[config.mk]
export PLATFORM = sky130hd
export DESIGN_NAME = sync_fifo
export DESIGN_NICKNAME = d
export VERILOG_FILES = /design/src/rtl/sync_fifo.sv
export SDC_FILE = /design/constraint.sdc
export NUM_CORES = 1
export LEC_CHECK = 0
export BUFFER_PORTS_ARGS = -buffer_cell sky130_fd_sc_hd__buf_2
export CAP_MARGIN = 20
export CORE_MARGIN = 3
export CORE_UTILIZATION = 60
export CTS_CLUSTER_DIAMETER = 100
export CTS_CLUSTER_SIZE = 30
export DETAILED_ROUTE_END_ITERATION = 10
export PLACE_DENSITY = 0.78
export SLEW_MARGIN = 10
export SYNTH_ARGS = -nofsm -noshare
export SYNTH_HDL_FRONTEND = slang
export SYNTH_SLANG_ARGS = --single-unit
[constraint.sdc]
create_clock -name clk -period 4.7 [get_ports clk]
set_input_delay 0.235 -clock clk [delete_from_list [all_inputs] [get_ports clk]]
set_output_delay 0.235 -clock clk [all_outputs]
set_load 0.1 [all_outputs]
[src/rtl/sync_fifo.sv]
`default_nettype none
// ============================================================================
// Module   : sync_fifo
// Purpose  : Single-clock parametrised FIFO with write/read acknowledge,
//            programmable almost-full/almost-empty thresholds, occupancy
//            count and single-cycle overflow/underflow pulses.
// Ports    :
//   clk          in   1         rising-edge clock for all logic
//   rst_n        in   1         synchronous active-low reset
//   wdata        in   DATASIZE  write data
//   wen          in   1         write request
//   ren          in   1         read request
//   rdata        out  DATASIZE  registered read data
//   wfull        out  1         FIFO full
//   rempty       out  1         FIFO empty
//   wack         out  1         previous cycle's write was accepted
//   rack         out  1         rdata holds data of previous accepted read
//   almost_full  out  1         count >= AFULL_THRESH
//   almost_empty out  1         count <= AEMPTY_THRESH
//   count        out  ADDRSIZE+1 current occupancy, 0..DEPTH
//   overflow     out  1         previous cycle's write was rejected
//   underflow    out  1         previous cycle's read was rejected
// Revision : 1.0 - initial release
// ============================================================================
module sync_fifo #(
  parameter int DATASIZE      = 8,
  parameter int ADDRSIZE      = 4,
  parameter int AFULL_THRESH  = (2 ** ADDRSIZE) - 2,
  parameter int AEMPTY_THRESH = 2
) (
  input  logic                clk,
  input  logic                rst_n,
  input  logic [DATASIZE-1:0] wdata,
  input  logic                wen,
  input  logic                ren,
  output logic [DATASIZE-1:0] rdata,
  output logic                wfull,
  output logic                rempty,
  output logic                wack,
  output logic                rack,
  output logic                almost_full,
  output logic                almost_empty,
  output logic [ADDRSIZE:0]   count,
  output logic                overflow,
  output logic                underflow
);

  localparam int DEPTH = 2 ** ADDRSIZE;
  localparam int PW    = ADDRSIZE + 1;

  // Thresholds brought to the counter width so all comparisons are
  // width-matched.
  localparam logic [ADDRSIZE:0] DEPTH_LVL  = PW'(DEPTH);
  localparam logic [ADDRSIZE:0] AFULL_LVL  = PW'(AFULL_THRESH);
  localparam logic [ADDRSIZE:0] AEMPTY_LVL = PW'(AEMPTY_THRESH);

  // Elaboration-time parameter legality check.
  generate
    if (!((AEMPTY_THRESH >= 0) && (AEMPTY_THRESH < AFULL_THRESH) &&
          (AFULL_THRESH <= DEPTH))) begin : g_param_check
      $fatal(1, "sync_fifo: require 0 <= AEMPTY_THRESH < AFULL_THRESH <= DEPTH");
    end
  endgenerate

  // --------------------------------------------------------------------------
  // Storage and pointers. The pointer MSB is a wrap bit: equal low bits with
  // differing MSBs means full, fully equal pointers mean empty.
  // --------------------------------------------------------------------------
  logic [DATASIZE-1:0] mem [DEPTH];
  logic [ADDRSIZE:0]   wptr;
  logic [ADDRSIZE:0]   rptr;

  logic                wr_acc;
  logic                rd_acc;
  logic [ADDRSIZE:0]   count_next;

  // Acceptance uses only the registered flags, so there is no path from
  // wen/ren through the flag logic back to any output in the same cycle.
  always_comb begin
    wr_acc     = wen && !wfull;
    rd_acc     = ren && !rempty;
    count_next = count + {{ADDRSIZE{1'b0}}, wr_acc} - {{ADDRSIZE{1'b0}}, rd_acc};
  end

  // Array contents are deliberately left out of reset; only the pointers
  // decide what is valid.
  always_ff @(posedge clk) begin
    if (rst_n && wr_acc) begin
      mem[wptr[ADDRSIZE-1:0]] <= wdata;
    end
  end

  // --------------------------------------------------------------------------
  // Control, status and read data
  // --------------------------------------------------------------------------
  always_ff @(posedge clk) begin
    if (!rst_n) begin
      wptr         <= '0;
      rptr         <= '0;
      count        <= '0;
      rdata        <= '0;
      wfull        <= 1'b0;
      rempty       <= 1'b1;
      almost_full  <= (AFULL_THRESH == 0);
      almost_empty <= 1'b1;
      wack         <= 1'b0;
      rack         <= 1'b0;
      overflow     <= 1'b0;
      underflow    <= 1'b0;
    end else begin
      if (wr_acc) begin
        wptr <= wptr + 1'b1;
      end
      if (rd_acc) begin
        rptr  <= rptr + 1'b1;
        rdata <= mem[rptr[ADDRSIZE-1:0]];
      end

      count        <= count_next;
      wfull        <= (count_next == DEPTH_LVL);
      rempty       <= (count_next == '0);
      almost_full  <= (count_next >= AFULL_LVL);
      almost_empty <= (count_next <= AEMPTY_LVL);

      wack         <= wr_acc;
      rack         <= rd_acc;
      overflow     <= wen && wfull;
      underflow    <= ren && rempty;
    end
  end

  // --------------------------------------------------------------------------
  // Consistency between the pointer view and the counter view of occupancy.
  // Ignored by synthesis; fires in simulation if the two ever disagree.
  // --------------------------------------------------------------------------
  logic [ADDRSIZE:0] ptr_diff;
  logic              ptr_full;
  logic              ptr_empty;

  always_comb begin
    ptr_diff  = wptr - rptr;
    ptr_full  = (wptr[ADDRSIZE-1:0] == rptr[ADDRSIZE-1:0]) &&
                (wptr[ADDRSIZE] != rptr[ADDRSIZE]);
    ptr_empty = (wptr == rptr);
  end

  always_ff @(posedge clk) begin
    if (rst_n) begin
      assert (ptr_diff == count && ptr_full == wfull && ptr_empty == rempty)
        else $error("sync_fifo: pointer/count disagreement");
    end
  end

endmodule
`default_nettype wire

==> results.md <==
* Result of the run: finished, final reports clean
* Initial antenna violation count at 0
* Hold_buf cts at 2
* Lkg Pwr at 0.00239 uW
* Post-DR wirelength/cell at between 20 and 25 um
* Crit path max-delay family: adder cells
* Die height at 108 um
* Synth cell types at 30
* Final Instance Count excl. Fillers at 586
* Worst slack, placed at between 1.5 and 2 ns
* Worst-Margin Slew at 1.13 ns
* Slowest stage delay, CP at 0.52 ns
* Count of final setup violators at 0
* Worst r2r src: wfull
* All-Layer GR Usage at roughly 22%
* Hold_sp: rst_n
* Combinational power share at 21.0%
* CTS Sinks at 157
* RSZ-0062 raised after global routing: no
* Post-synth top area cell: edfxtp_1
* Final wirelength at approximately 12 mm
* Max-cap viol count at 0
* WP data arrival at 3.30 ns
* Crit-path slowest cell: dlygate4sd3_1
* FF+latch count, synth at 157
* Psw at 1210 uW
* Sequential cell area at 4430 um2
* Top achievable clock speed at 0.349 GHz
* Diode count at 0
* Reg2Reg Depth at 10
* Number of global-route vias before repair at 3,343
* Post-CTS setup buffers at 0
* 1st-iter DRT viols at 276
* Die Area at between 10,000 and 15,000 um2
* Final layout net count at 463
* HP Class: in -> reg
* XOR/XNOR Fraction of Synth Area at under 10%
* Worst setup path class: in -> reg
* Post-synthesis net count at 427
* Most common cell after layout, fill and taps aside: edfxtp_1
* Crit share post-route at between 60% and 70%
* Switching share of power at 30.9%
* First-pass DRT Iterations at 5
* Largest family of logic cells by synthesized area: multiplexers
* Root buffer cell: clkbuf_8
* CP Depth at 12
* Crit start category: primary input
* Post_cts resized at 0
* Fin util at 71.8%
* GP Congestion at 0.824
* IO Count at 33
* Flop pwr share at 41.7%
* Top post-synthesis cells by area: edfxtp_1 (62%), mux2i_1 (9.9%), dfxtp_1 (9.4%)
* Seq/Total Area, Yosys at around 71%
* Peak supply drop at 641 uV
* # H-tree levels at 4
* Core Region at 9910 um2
* Hold path endpoint: almost_empty
* Cells after synthesis at 404
* CTS tree: done
* Slack of the critical path at between 1.5 and 2 ns
* Rows at 36
* P_int at 2700 uW
* Final Hold Viols at 0
* CP required at slightly above 5 ns
* Ratio of cells with drive above 1 in the final layout at between 15 and 20%
* Post-DRT Antenna Nets at 0
* Cell Area, Synth at between 6000 and 7000 um2
* Vias per cell at 5.94
* Number of warnings issued by yosys at 0
* Area growth, synth to finish at 14.9%
* CTS max path bufs at 2
* Clock Pin Slew Worst Setup and Hold Paths at 0.06 ns
* Post-synthesis simple-gate area fraction at 7.68%
* Number of filler cells placed in the layout at 670
* Cells after DPL at 552
* Clock Skew at 0.00838 ns
* Largest net degree at the start of global routing at between 60 and 70
* Die W at 108 um
* Slew Limit Fails at 0
* Total CTS buffers at 17
* Critical Path End Type: register
* Port bufs at 32
* HPWL after DPL at 7.50 mm
* Yosys top cell area share at 62.1%
* FF-to-FF setup slack at 1.85 ns
* Initial core utilization at 62.4%
* Mux contribution to synthesized area at 10.8%
* Area occupied by multi-input gates at around 1700 um2
* Worst hold path depth at 2
* RR Endpoint: wfull
* Clock latency on the worst-skew pair at 0.53 ns
* Post-synthesis compound-gate area fraction at under 10%
* Crit Path Max Fanout at 10
* Sum Neg Setup Slack at 0 ns
* Clock power share at 37.2%
* Crit-path cells: dlygate4sd3_1 > buf_2 > nor2b_1 > inv_1 > ha_1 > inv_1 > ha_1 > fa_1 > a21o_1 > a21oi_1 > xnor2_1 > nor4bb_1
* Period minus WS final at 2.86 ns
* First-pass GRT wire length at 18.7 mm
* Via Count at between 3,000 and 4,000
* Most frequent cells in the layout: edfxtp_1 (128), mux2i_1 (61), buf_2 (32)
* Synthesized area per cell at 15.3 um2
* Grt ovf at 0
* Total power at 3910 uW
* Max-Slew Margin vs Limit at about a quarter
* Drt drc at 0
* Post-synthesis adder-cell area fraction at 2.35%
* P per Cell Area at 549 nW/um2
* CP bufs+invs at 4
-- sequential cells by signal (all words and copies together), names as in the netlist --
signal,count
mem,128
overflow,1
count,5
almost_empty,1
wfull,1
wack,1
underflow,1
almost_full,1
rack,1
wptr,4
rempty,1
rptr,4
rdata,8
-- cell families after synthesis --
group	after synthesis
and+or+nand+nor	94
xor gates and xnor gates	10
AOI/OAI and AO/OA	40
adders and majority gates	11
buffers and inverters	28
muxes	64
DFF	157
-- synth_stat cells --
cell,instances
a21oi_1,11
clkbuf_1,12
and2_1,14
nor4bb_1,1
mux4_2,2
xnor2_1,8
fa_1,1
nand3_1,23
mux2i_1,61
buf_2,7
nand4_1,2
nand3b_1,2
inv_1,8
or3b_1,1
dfxtp_1,29
a32o_1,1
o31ai_1,2
a21o_1,3
ha_1,10
edfxtp_1,128
or3_1,1
nor2b_1,7
buf_1,1
nor2_1,18
nand4bb_1,1
mux2_2,1
xor2_1,2
a22oi_1,23
nand2_1,21
and3_1,3
-- worst max-delay path by stage --
stage	start	to	slack, ns
after floorplan	rempty	wfull	1.67
after global placement	wen	wfull	1.90
after detailed placement	wen	wfull	1.83
after CTS	wfull	wfull	1.82
after global routing	wen	wfull	1.57
final	wen	wfull	1.84
-- metal layers --
| layer | vias to the layer above | share of wire, % | GRT usage (%) |
|---|---|---|---|
| met5 | - | 0 | 0 |
| met4 | 0 | 2.9 | 9.11 |
| met3 | 33 | 7.2 | 5.34 |
| met2 | 152 | 48 | 34.2 |
| met1 | 1702 | 42 | 31.2 |
| li1 | 1596 | - | - |
-- layout make-up --
class | instances | share of cell area [%]
well taps | 133 | 2.34
clock buffers | 18 | 5.88
clock inverters | 14 | 3.06
inverters | 8 | 0.422
flip-flops and latches | 157 | 62.3
multi-input cells | 219 | 23.2
repair buffers | 37 | 2.85
-- power groups by stage --
| stage | combinational [uW] | sequential [uW] | clock (uW) |
|---|---|---|---|
| 6_report | 821 | 1630 | 1450 |
| 5_1_grt | 876 | 1640 | 1540 |
| 4_1_cts | 825 | 1630 | 1470 |
| 3_5_place_dp | 821 | 1660 | 0 |
| 3_3_place_gp | 802 | 1650 | 0 |
| 2_1_floorplan | 304 | 2000 | 0 |
-- per-stage QoR --
stage	hold WS, ns	cell area (um2)
finish	0.0826	7110
global route	0.0814	7110
CTS	0.0647	7110
detailed placement	0.448	6460
global placement	0.436	6460
floorplan	0.334	6190
Note: power is estimated with default switching activity, not from simulation.
